$ cat config.mk
export PLATFORM = sky130hd
export DESIGN_NAME = pipeline_sequencer_flat
export DESIGN_NICKNAME = d
export VERILOG_FILES = /design/src/rtl/pipeline_sequencer_pkg.sv /design/src/rtl/pipeline_sequencer_if.sv /design/src/rtl/pipeline_sequencer_perf_counter.sv /design/src/rtl/pipeline_sequencer.sv /design/src/flat_wrapper.sv
export SDC_FILE = /design/constraint.sdc
export NUM_CORES = 1
export LEC_CHECK = 0
export ABC_AREA = 1
export CORE_AREA = 2 2 163 165
export DETAILED_ROUTE_END_ITERATION = 7
export DIE_AREA = 0 0 165 167
export GPL_TIMING_DRIVEN = 0
export PLACE_DENSITY = 0.44
export SLEW_MARGIN = 40
export SYNTH_ARGS = -nofsm -noshare
export SYNTH_HDL_FRONTEND = slang
export SYNTH_SLANG_ARGS = --single-unit
$ cat constraint.sdc
create_clock -name clk -period 6.9 [get_ports clk]
set_input_delay 1.035 -clock clk [delete_from_list [all_inputs] [get_ports clk]]
set_output_delay 1.035 -clock clk [all_outputs]
set_load 0.05 [all_outputs]
$ cat src/rtl/pipeline_sequencer_pkg.sv
// pipeline_sequencer_pkg: sequencer state encoding and RV32I constants shared by the pipeline.
package pipeline_sequencer_pkg;
   typedef enum logic [1:0] {DRAIN = 2'd0, RUN = 2'd1, MEM_WAIT = 2'd2, HALT = 2'd3} seq_state_e;
   localparam logic [31:0] NOP_INSN  = 32'h0000_0013;
   localparam logic [6:0]  OP_LOAD   = 7'b0000011;
   localparam logic [6:0]  OP_STORE  = 7'b0100011;
   localparam logic [6:0]  OP_BRANCH = 7'b1100011;
   localparam logic [6:0]  OP_JAL    = 7'b1101111;
   localparam logic [6:0]  OP_JALR   = 7'b1100111;
   localparam logic [6:0]  OP_SYSTEM = 7'b1110011;
endpackage

$ cat src/rtl/pipeline_sequencer_if.sv
// pipeline_sequencer_if: hazard/memory requests in, stage enables, NOP selects and perf counters out.
interface pipeline_sequencer_if #(parameter int CNT_W = 32);
   logic             stall_req, redirect_req, mem_req, mem_ready, halt_req;
   logic             pc_en, fd_en, dx_en, d_nop, x_nop, halted, mem_err;
   logic [CNT_W-1:0] stall_cnt, flush_cnt, wait_cnt;
   modport master (
      output stall_req, redirect_req, mem_req, mem_ready, halt_req,
      input  pc_en, fd_en, dx_en, d_nop, x_nop, halted, mem_err, stall_cnt, flush_cnt, wait_cnt
   );
   modport slave (
      input  stall_req, redirect_req, mem_req, mem_ready, halt_req,
      output pc_en, fd_en, dx_en, d_nop, x_nop, halted, mem_err, stall_cnt, flush_cnt, wait_cnt
   );
endinterface

$ cat src/rtl/pipeline_sequencer_perf_counter.sv
// perf_counter: free-running event counter, wraps modulo 2^CNT_W, cleared by reset.
module perf_counter #(parameter int CNT_W = 32) (
   input  logic             clk,
   input  logic             rst_n,
   input  logic             inc_i,
   output logic [CNT_W-1:0] value_o
);
   always_ff @(posedge clk or negedge rst_n)
      if (!rst_n) value_o <= '0;
      else        value_o <= value_o + CNT_W'(inc_i);
endmodule

$ cat src/rtl/pipeline_sequencer.sv
// pipeline_sequencer: stage enables/flushes for the 5-stage pipeline, with post-reset drain,
// data-memory wait/timeout handling and stall/flush/wait performance counters.
module pipeline_sequencer
   import pipeline_sequencer_pkg::*;
#(
   parameter int RST_BUBBLES = 3,
   parameter int MEM_TIMEOUT = 64,
   parameter int CNT_W       = 32
) (
   input logic               clk,
   input logic               rst_n,
   pipeline_sequencer_if.slave bus
);
   localparam int TW = $clog2(MEM_TIMEOUT + 1);
   seq_state_e    state_q;
   logic [3:0]    drain_q;
   logic [TW-1:0] tmo_q;
   logic          halted_q, mem_err_q;
   logic          run_like, halt_go, mem_go, live, redir, stall, go, drain, wait_inc;
   // A MEM_WAIT completion cycle behaves like RUN for redirect/stall/normal decode
   assign run_like = (state_q == RUN) || (state_q == MEM_WAIT && bus.mem_ready);
   assign halt_go  = run_like && bus.halt_req;
   assign mem_go   = (state_q == RUN) && bus.mem_req && !bus.mem_ready && !bus.halt_req;
   assign live     = run_like && !halt_go && !mem_go;
   assign redir    = live && bus.redirect_req;
   assign stall    = live && !bus.redirect_req && bus.stall_req;
   assign go       = live && !bus.redirect_req && !bus.stall_req;
   assign drain    = state_q == DRAIN;
   assign wait_inc = mem_go || state_q == MEM_WAIT;
   assign bus.pc_en   = redir || go;
   assign bus.fd_en   = drain || redir || go;
   assign bus.dx_en   = drain || redir || stall || go;
   assign bus.d_nop   = drain || redir;
   assign bus.x_nop   = drain || redir || stall;
   assign bus.halted  = halted_q;
   assign bus.mem_err = mem_err_q;
   always_ff @(posedge clk or negedge rst_n)
      if (!rst_n) begin
         state_q   <= DRAIN;
         drain_q   <= '0;
         tmo_q     <= '0;
         halted_q  <= 1'b0;
         mem_err_q <= 1'b0;
      end else begin
         case (state_q)
            DRAIN: begin
               drain_q <= drain_q + 4'd1;
               if (drain_q == 4'(RST_BUBBLES - 1)) state_q <= RUN;
            end
            RUN:
               if (halt_go) begin
                  state_q  <= HALT;
                  halted_q <= 1'b1;
               end else if (mem_go) begin
                  state_q <= MEM_WAIT;
                  tmo_q   <= TW'(1);
               end
            MEM_WAIT:
               if (bus.mem_ready) begin
                  state_q  <= bus.halt_req ? HALT : RUN;
                  halted_q <= bus.halt_req;
               end else if (tmo_q == TW'(MEM_TIMEOUT - 1)) begin
                  state_q   <= HALT;
                  halted_q  <= 1'b1;
                  mem_err_q <= 1'b1;
               end else tmo_q <= tmo_q + TW'(1);
            default: ;
         endcase
      end
   perf_counter #(.CNT_W(CNT_W)) u_stall_cnt (.clk(clk), .rst_n(rst_n), .inc_i(stall),    .value_o(bus.stall_cnt));
   perf_counter #(.CNT_W(CNT_W)) u_flush_cnt (.clk(clk), .rst_n(rst_n), .inc_i(redir),    .value_o(bus.flush_cnt));
   perf_counter #(.CNT_W(CNT_W)) u_wait_cnt  (.clk(clk), .rst_n(rst_n), .inc_i(wait_inc), .value_o(bus.wait_cnt));
endmodule
$ cat src/flat_wrapper.sv
// flat-port wrapper written by rule: the top's interface ports become plain ports
module pipeline_sequencer_flat import pipeline_sequencer_pkg::*;
#(
   parameter int RST_BUBBLES = 3,
   parameter int MEM_TIMEOUT = 64,
   parameter int CNT_W       = 32
)
  (clk, rst_n, bus_stall_req, bus_redirect_req, bus_mem_req, bus_mem_ready, bus_halt_req, bus_pc_en, bus_fd_en, bus_dx_en, bus_d_nop, bus_x_nop, bus_halted, bus_mem_err, bus_stall_cnt, bus_flush_cnt, bus_wait_cnt);
  pipeline_sequencer_if #(.CNT_W(CNT_W)) bus_i ();
  input logic clk;
  input logic rst_n;
  input wire logic [$bits(bus_i.stall_req)-1:0] bus_stall_req;
  input wire logic [$bits(bus_i.redirect_req)-1:0] bus_redirect_req;
  input wire logic [$bits(bus_i.mem_req)-1:0] bus_mem_req;
  input wire logic [$bits(bus_i.mem_ready)-1:0] bus_mem_ready;
  input wire logic [$bits(bus_i.halt_req)-1:0] bus_halt_req;
  output wire logic [$bits(bus_i.pc_en)-1:0] bus_pc_en;
  output wire logic [$bits(bus_i.fd_en)-1:0] bus_fd_en;
  output wire logic [$bits(bus_i.dx_en)-1:0] bus_dx_en;
  output wire logic [$bits(bus_i.d_nop)-1:0] bus_d_nop;
  output wire logic [$bits(bus_i.x_nop)-1:0] bus_x_nop;
  output wire logic [$bits(bus_i.halted)-1:0] bus_halted;
  output wire logic [$bits(bus_i.mem_err)-1:0] bus_mem_err;
  output wire logic [$bits(bus_i.stall_cnt)-1:0] bus_stall_cnt;
  output wire logic [$bits(bus_i.flush_cnt)-1:0] bus_flush_cnt;
  output wire logic [$bits(bus_i.wait_cnt)-1:0] bus_wait_cnt;
  assign bus_i.stall_req = bus_stall_req;
  assign bus_i.redirect_req = bus_redirect_req;
  assign bus_i.mem_req = bus_mem_req;
  assign bus_i.mem_ready = bus_mem_ready;
  assign bus_i.halt_req = bus_halt_req;
  assign bus_pc_en = bus_i.pc_en;
  assign bus_fd_en = bus_i.fd_en;
  assign bus_dx_en = bus_i.dx_en;
  assign bus_d_nop = bus_i.d_nop;
  assign bus_x_nop = bus_i.x_nop;
  assign bus_halted = bus_i.halted;
  assign bus_mem_err = bus_i.mem_err;
  assign bus_stall_cnt = bus_i.stall_cnt;
  assign bus_flush_cnt = bus_i.flush_cnt;
  assign bus_wait_cnt = bus_i.wait_cnt;
  pipeline_sequencer #(.RST_BUBBLES(RST_BUBBLES), .MEM_TIMEOUT(MEM_TIMEOUT), .CNT_W(CNT_W)) u_core (.clk(clk), .rst_n(rst_n), .bus(bus_i));
endmodule
==> results of run 1 <==
[worst max-delay path, delay by kind of cell]
kind	cells	cell delay (ps)
AND/OR/NAND/NOR	5	380
buffers and inverters	4	1530
AO/OA/AOI/OAI	1	90
[synth_stat cells]
cell type / instances
a21oi_1: 2
a31oi_1: 1
buf_2: 1
buf_6: 1
dfrtp_1: 111
ha_1: 13
inv_1: 48
nand2_1: 334
nand2_2: 4
nand2_4: 1
nand3_1: 18
nand3_2: 3
nand3b_1: 43
nand4_1: 4
nor2_1: 138
nor2_2: 13
nor2_4: 8
nor3_1: 1
o21ai_0: 9
o21ai_1: 1
o21bai_1: 2
or2_2: 1
xnor2_1: 13
xor2_1: 35
[final cells by class]
type,instances,area [µm²],share of cell area [%]
Multi-Input combinational cell,644,3123,39.41
Tap cell,335,419.2,5.289
Inverter,48,180.2,2.273
Buffer,2,16.27,0.2052
Sequential cell,111,2778,35.05
Clock buffer,11,242.7,3.063
Clock inverter,5,42.54,0.5368
Timing Repair Buffer,110,1124,14.18
[power by group through the flow]
stage | Clock (µW) | Sequential, µW | Combinational (µW)
global route | 570 | 793 | 629
finish | 520 | 781 | 567
detailed placement | 0 | 795 | 580
global placement | 0 | 794 | 577
CTS | 548 | 782 | 581
floorplan | 0 | 916 | 256
[final timing paths]
kind | start | end | slack (ps) | cells after the start
worst max-delay path | bus_mem_ready | bus_fd_en | 2820 | 10
worst min-delay path | u_core.bus.mem_err | u_core.bus.mem_err | 480 | 1
worst max register to register | u_core.state_q[1] | u_core.u_stall_cnt.value_o[16] | 4130 | 15
worst min register to register | u_core.bus.mem_err | u_core.bus.mem_err | 480 | 1
max in group asynchronous | rst_n | u_core.tmo_q[2] | 5660 | 2
min in group asynchronous | rst_n | u_core.u_stall_cnt.value_o[30] | 570 | 1
[stage by stage]
stage / cells / total power (µW) / instance area [µm²] / setup slack [ps]
global route: 1266 / 1992 / 7925 / 2653
floorplan: 805 / 1172 / 6097 / 3419
CTS: 1266 / 1912 / 7925 / 2793
finish: 1266 / 1867 / 7925 / 2821
global placement: 1249 / 1371 / 7607 / -77.41
detailed placement: 1250 / 1374 / 7640 / 2801
[registers in the layout, indices dropped and copies added, names as in the netlist]
signal,count
u_core.u_flush_cnt.value_o,32
u_core.u_stall_cnt.value_o,32
u_core.u_wait_cnt.value_o,32
u_core.tmo_q,7
u_core.drain_q,4
u_core.state_q,2
u_core.bus.halted,1
u_core.bus.mem_err,1
[layer usage]
layer / global-route usage (%) / up-vias / part of all wire, %
met5: 0 / - / 0
met4: 3.629 / 0 / 1.6
met3: 2.889 / 21 / 4.3
met2: 20.94 / 91 / 46
met1: 17.44 / 2401 / 48
li1: - / 2746 / -
[kinds of logic (layout without fill, tap and decap cells)]
| family | Yosys count | after routing | synth area share (%) |
|---|---|---|---|
| and+or+nand+nor | 568 | 568 | 40.32 |
| DFF | 111 | 111 | 45.56 |
| buffers and inverters | 50 | 176 | 3.222 |
| xor gates and xnor gates | 48 | 48 | 6.895 |
| AOI/OAI and AO/OA | 15 | 15 | 1.334 |
| adders and majority gates | 13 | 13 | 2.668 |
==> impl_results.md, run 1 <==
- Outcome: complete, no violations
- Worst skew pair latency: 350 ps
- Net Sw Power: 706.2 µW
- Initial antenna violation count: 0
- N_diodes: 0
- Post-route DRC violation count: 0
- RSZ-0062 raised after global routing: false
- Buffers on Ports: 109
- Max-slew violation count: 0
- Total gr overflow: 0
- CP max FO: 3
- CORE AREA: 25,760 µm²
- Post-synthesis register bit count: 111
- Slew of the pin with the lowest slew margin: 555.0 ps
- Layout area overhead: 29.98%
- Most frequent CP cell: nand2_1
- Pwr per Cell Area: 235.6 nW/µm²
- F_max: 245.1 MHz
- # fillers: 2,756
- Sequential Power Share: 41.8%
- Yosys Warn Count: 0
- Placer congestion estimate: 0.8457
- Commonest cells after routing, fill and taps aside: nand2_1, nor2_1, dfrtp_1, clkdlybuf4s50_1, inv_1
- Net Sw Frac: 37.82%
- Post-Route WL: 16,920 µm
- Final setup TNS: 0 ps
- Unique masters post-synth: 24
- Nets@finish: 946
- Comb pwr share: 30.4%
- CTS Buf Count: 9
- Final setup viols: 0
- Die X: 165 µm
- # IOs: 110
- Max-Cap Viols: 0
- Relative slew margins: 62.88%
- P_int: 1161 µW
- WP data arrival: 3040 ps
- Clk slew on worst S/H paths: 70 ps
- H-tree Lvls: 3
- HPWL Detailed: 13,230 µm
- Final Critical Period: 4079 ps
- Initial DRC Count: 258
- Routed Antenna Nets: 0
- Fin crit share: 59.12%
- Data required, critical path: 5860 ps
- WS Path Type: input pin to primary output
- Root Buffer: clkbuf_16
- Startpoint Class: input pin
- Min-delay worst type: register to register
- Vias per inst: 4.154
- Synth area leader: dfrtp_1
- Clock network fraction of total power: 27.8%
- Pre-antenna DRT Iters: 4
- VDD IR max: 0.1630 mV
- Crit-path cells: clkdlybuf4s50_1 > inv_1 > nand2_1 > nand2_1 > nand2_1 > nand2_1 > inv_1 > nor2_1 > o21ai_0 > clkdlybuf4s50_1
- Final core utilization: 30.76%
- CTS tree: done
- Row count: 59
- Clock sink total: 111
- Layout cells sized above 1: 5.263%
- Cts repair resizes: 0
- Clock skew: 14.24 ps
- Post-synth top area share: 45.56%
- Initial Utilization: 23.67%
- Syn Inst Count: 805
- Mapped cell area: 6097 µm²
- Hold_ws: 478.4 ps
- Leak Pwr: 0.003384 µW
- First-pass GRT wire length: 28,180 µm
- Die Ht: 167 µm
- Sequential-to-total area share from yosys stat: 45.56%
- CP peak stage delay: 820 ps
- Critical Path End Type: primary output
- Largest net degree at the start of global routing: 65
- Final Hold Fails: 0
- WL/cell: 13.37 µm
- Clock Tree Buf Depth: 2
- Ranking of synthesized cells by area: dfrtp_1, nand2_1, nor2_1
- # Post-CTS Setup Buffers: 0
- Number of global-route vias before repair: 5,402
- All-layer global routing usage: 13.00%
- Detailed-route via count: 5,259
- Syn Nets: 825
- Syn avg cell area: 7.574 µm²
- Die area: 27,560 µm²
- Commonest non-fill, non-tap cell in the layout: nand2_1
- Cts hold-fix bufs: 0
- Slowest library cell on the worst path: clkdlybuf4s50_1
Power figures use the tool's default switching activity.
==> run 2: changes to the inputs <==
Settings changed: PLACE_DENSITY 0.44 to 0.46.
Clock period 6.9 ns to 3.4 ns, I/O delays scaled along.
==> run 2 against run 1 <==
Effect of this change:
- sequential power grew 100%
- sequential share of layout area decreased by 0.099 points
- final cell count unchanged
- register-to-register slack worse by 3500 ps
- combinational power grew 100%
- highest routed layer unchanged
==> impl_results.md, run 2 (synthesis results as in run 1) <==
- WP data arrival: 2590 ps (was 3040 ps)
- Post-route DRC violation count: 0 (unchanged)
- Min-delay worst type: input pin to asynchronous set/reset pin (was register to register)
- CP peak stage delay: 820 ps (about the same)
- Post-Route WL: 16,720 µm (was 16,920 µm)
- Layout cells sized above 1: 5.263% (unchanged)
- R2R Path Start: u_core.state_q[1] (unchanged)
- Final Critical Period: 3096 ps
- P_int: 2413 µW (was 1161 µW)
- Net Sw Power: 1442 µW (was 706.2 µW)
- Slew of the pin with the lowest slew margin: 594.6 ps (was 555.0 ps)
- Worst skew pair latency: 360 ps (was 350 ps)
- Placer congestion estimate: 0.8358 (was 0.8457)
- Startpoint Class: register (was input pin)
- Detailed-route via count: 5,269 (was 5,259)
- Total gr overflow: 0 (unchanged)
- Net Sw Frac: 37.40% (was 37.82%)
- Initial Utilization: 23.67% (unchanged)
- Leak Pwr: 0.003401 µW (was 0.003384 µW)
- First-pass GRT wire length: 27,410 µm (was 28,180 µm)
- VDD IR max: 0.2810 mV (was 0.1630 mV)
- Buffers on Ports: 109 (unchanged)
- Data required, critical path: 2890 ps (was 5860 ps)
- Vias per inst: 4.162 (was 4.154)
- Final setup viols: 0 (unchanged)
- Layout area overhead: 30.35% (was 29.98%)
- Clock Tree Buf Depth: 2 (unchanged)
- CP max FO: 4 (was 3)
- Routed Antenna Nets: 0 (unchanged)
- Placed cell areas: 7640 µm² (unchanged)
- WL/cell: 13.21 µm (was 13.37 µm)
- Crit-path cells: inv_1 > ha_1 > inv_1 > nor2_2 > nand2_1 > nand2_1 > nand2_1 > inv_1 > nor2_1 > o21ai_0 > clkdlybuf4s50_1 (was clkdlybuf4s50_1 > inv_1 > nand2_1 > nand2_1 > nand2_1 > nand2_1 > inv_1 > nor2_1 > o21ai_0 > clkdlybuf4s50_1)
- Initial antenna violation count: 0 (unchanged)
- Outcome: complete, no violations (unchanged)
- Nets@finish: 946 (unchanged)
- Final Hold Fails: 0 (unchanged)
- Fin crit share: 91.05%
- H-tree Lvls: 3 (unchanged)
- Root Buffer: clkbuf_16 (unchanged)
- Sequential Power Share: 41.1% (was 41.8%)
- Pwr per Cell Area: 485.0 nW/µm² (was 235.6 nW/µm²)
- CTS Buf Count: 9 (unchanged)
- R2R cell count: 15 (unchanged)
- Die Ht: 167 µm (unchanged)
- Pre-antenna DRT Iters: 4 (unchanged)
- All-layer global routing usage: 12.59% (was 13.00%)
- Critical Path End Type: primary output (unchanged)
- CTS tree: done (unchanged)
- Clock skew: 15.29 ps (was 14.24 ps)
- # IOs: 110 (unchanged)
- Initial DRC Count: 228 (was 258)
- N_diodes: 0 (unchanged)
- WS Path Type: register to primary output (was input pin to primary output)
- Slowest library cell on the worst path: clkdlybuf4s50_1 (unchanged)
- Worst r2r dst: u_core.u_stall_cnt.value_o[16] (unchanged)
- Cts hold-fix bufs: 0 (unchanged)
- Largest registers: u_core.u_flush_cnt.value_o x32, u_core.u_stall_cnt.value_o x32, u_core.u_wait_cnt.value_o x32 (unchanged)
- RSZ-0062 raised after global routing: false (unchanged)
- Comb pwr share: 30.0% (was 30.4%)
- Clk slew on worst S/H paths: 80 ps (was 70 ps)
- Max-Cap Viols: 0 (unchanged)
- Relative slew margins: 60.23% (was 62.88%)
- Commonest cells after routing, fill and taps aside: nand2_1, nor2_1, dfrtp_1, clkdlybuf4s50_1, inv_1 (unchanged)
- Number of global-route vias before repair: 5,178 (was 5,402)
- Die X: 165 µm (unchanged)
- Row count: 59 (unchanged)
- Crit-path leading delay family: buffers and inverters (unchanged)
- Post-route cell area: 7948 µm² (was 7925 µm²)
- Clock sink total: 111 (unchanged)
- HPWL Detailed: 13,070 µm (was 13,230 µm)
- F_max: 323.0 MHz
- Pre-CTS setup slack: 326.4 ps (was 2801 ps)
- Largest net degree at the start of global routing: 62 (was 65)
- Internal reg-to-reg setup slack: 630 ps (was 4130 ps)
- Final core utilization: 30.85% (was 30.76%)
- Total chip power: 3855 µW (was 1867 µW)
- Max-slew violation count: 0 (unchanged)
- Clock network fraction of total power: 28.9% (was 27.8%)
- Commonest non-fill, non-tap cell in the layout: nand2_1 (unchanged)
- Die area: 27,560 µm² (unchanged)
- Worst Path Buf+Inv: 4 (unchanged)
- Setup ws final: 304.4 ps (was 2821 ps)
- CORE AREA: 25,760 µm² (unchanged)
[run 2: changes by cell type in the layout (fill, tap and decap cells not counted)]
cell	previous run	this run
bufinv_16	0	1
clkbuf_8	1	0
clkdlybuf4s50_1	108	107
clkinv_2	1	0
dlymetal6s2s_1	0	1
inv_6	0	1
[run 2: worst register-to-register path, stage by stage, from the launching register on]
cell and delay, ps:
dfrtp_1 410, inv_1 80, ha_1 210, inv_1 80
nor2_2 90, nand2_1 80, nand2_1 110, nand2_1 90
nor2_1 110, ha_1 320, ha_1 320, nand2_1 120
nor2_4 160, nand2_2 110, nor2_1 220, xor2_1 180
[run 2: through the flow]
step / std cells / TNS, ps / hold slack (ps)
after floorplan: 805 / 0 / 214.4
after global placement: 1249 / -339880 / 460.4
after detailed placement: 1250 / 0 / 456.1
after CTS: 1266 / 0 / 54.95
after global routing: 1266 / 0 / 60.89
final: 1266 / 0 / 41.77
[run 2: worst max-delay path by stage]
stage,endpoint,start,depth (start not counted),slack (ps)
6_report,bus_fd_en,u_core.state_q[1],11,300
2_1_floorplan,bus_fd_en,u_core.state_q[1],8,780
4_1_cts,bus_x_nop,u_core.state_q[1],11,240
3_5_place_dp,u_core.u_stall_cnt.value_o[16],bus_mem_ready,14,330
5_1_grt,bus_fd_en,u_core.state_q[1],11,20
3_3_place_gp,u_core.u_flush_cnt.value_o[26],rst_n,1,-3080
[run 2: layer usage]
metal / vias up / share of wire, % / routed length, µm / GRT usage (%)
li1: 2752 / - / - / -
met1: 2403 / 48 / 7962 / 17.16
met2: 92 / 46 / 7636 / 19.66
met3: 22 / 4.8 / 810 / 2.964
met4: 0 / 1.8 / 307 / 3.932
met5: - / 0 / 0 / 0
[run 2: power by group through the flow]
stage	logic, µW	registers [µW]	clock network, µW
floorplan	519	1860	0
global placement	1170	1610	0
detailed placement	1180	1610	0
CTS	1180	1590	1190
global route	1290	1610	1230
finish	1160	1580	1120
[run 2: layout make-up]
type / instances / area (µm²)
clock buffer: 10 / 229.0
timing repair buffer: 110 / 1126
inverter: 48 / 180.2
sequential: 111 / 2778
clock inverter: 6 / 76.32
multi-input combinational: 644 / 3123
tap: 335 / 419.2
fill: 2737 / 17820
buffer: 2 / 16.27
[run 2: timing repair]
| action | in CTS | in global routing |
|---|---|---|
| setup buffers | 0 | 0 |
| resized for setup | 0 | 1 |
| setup endpoints to repair | 0 | 1 |
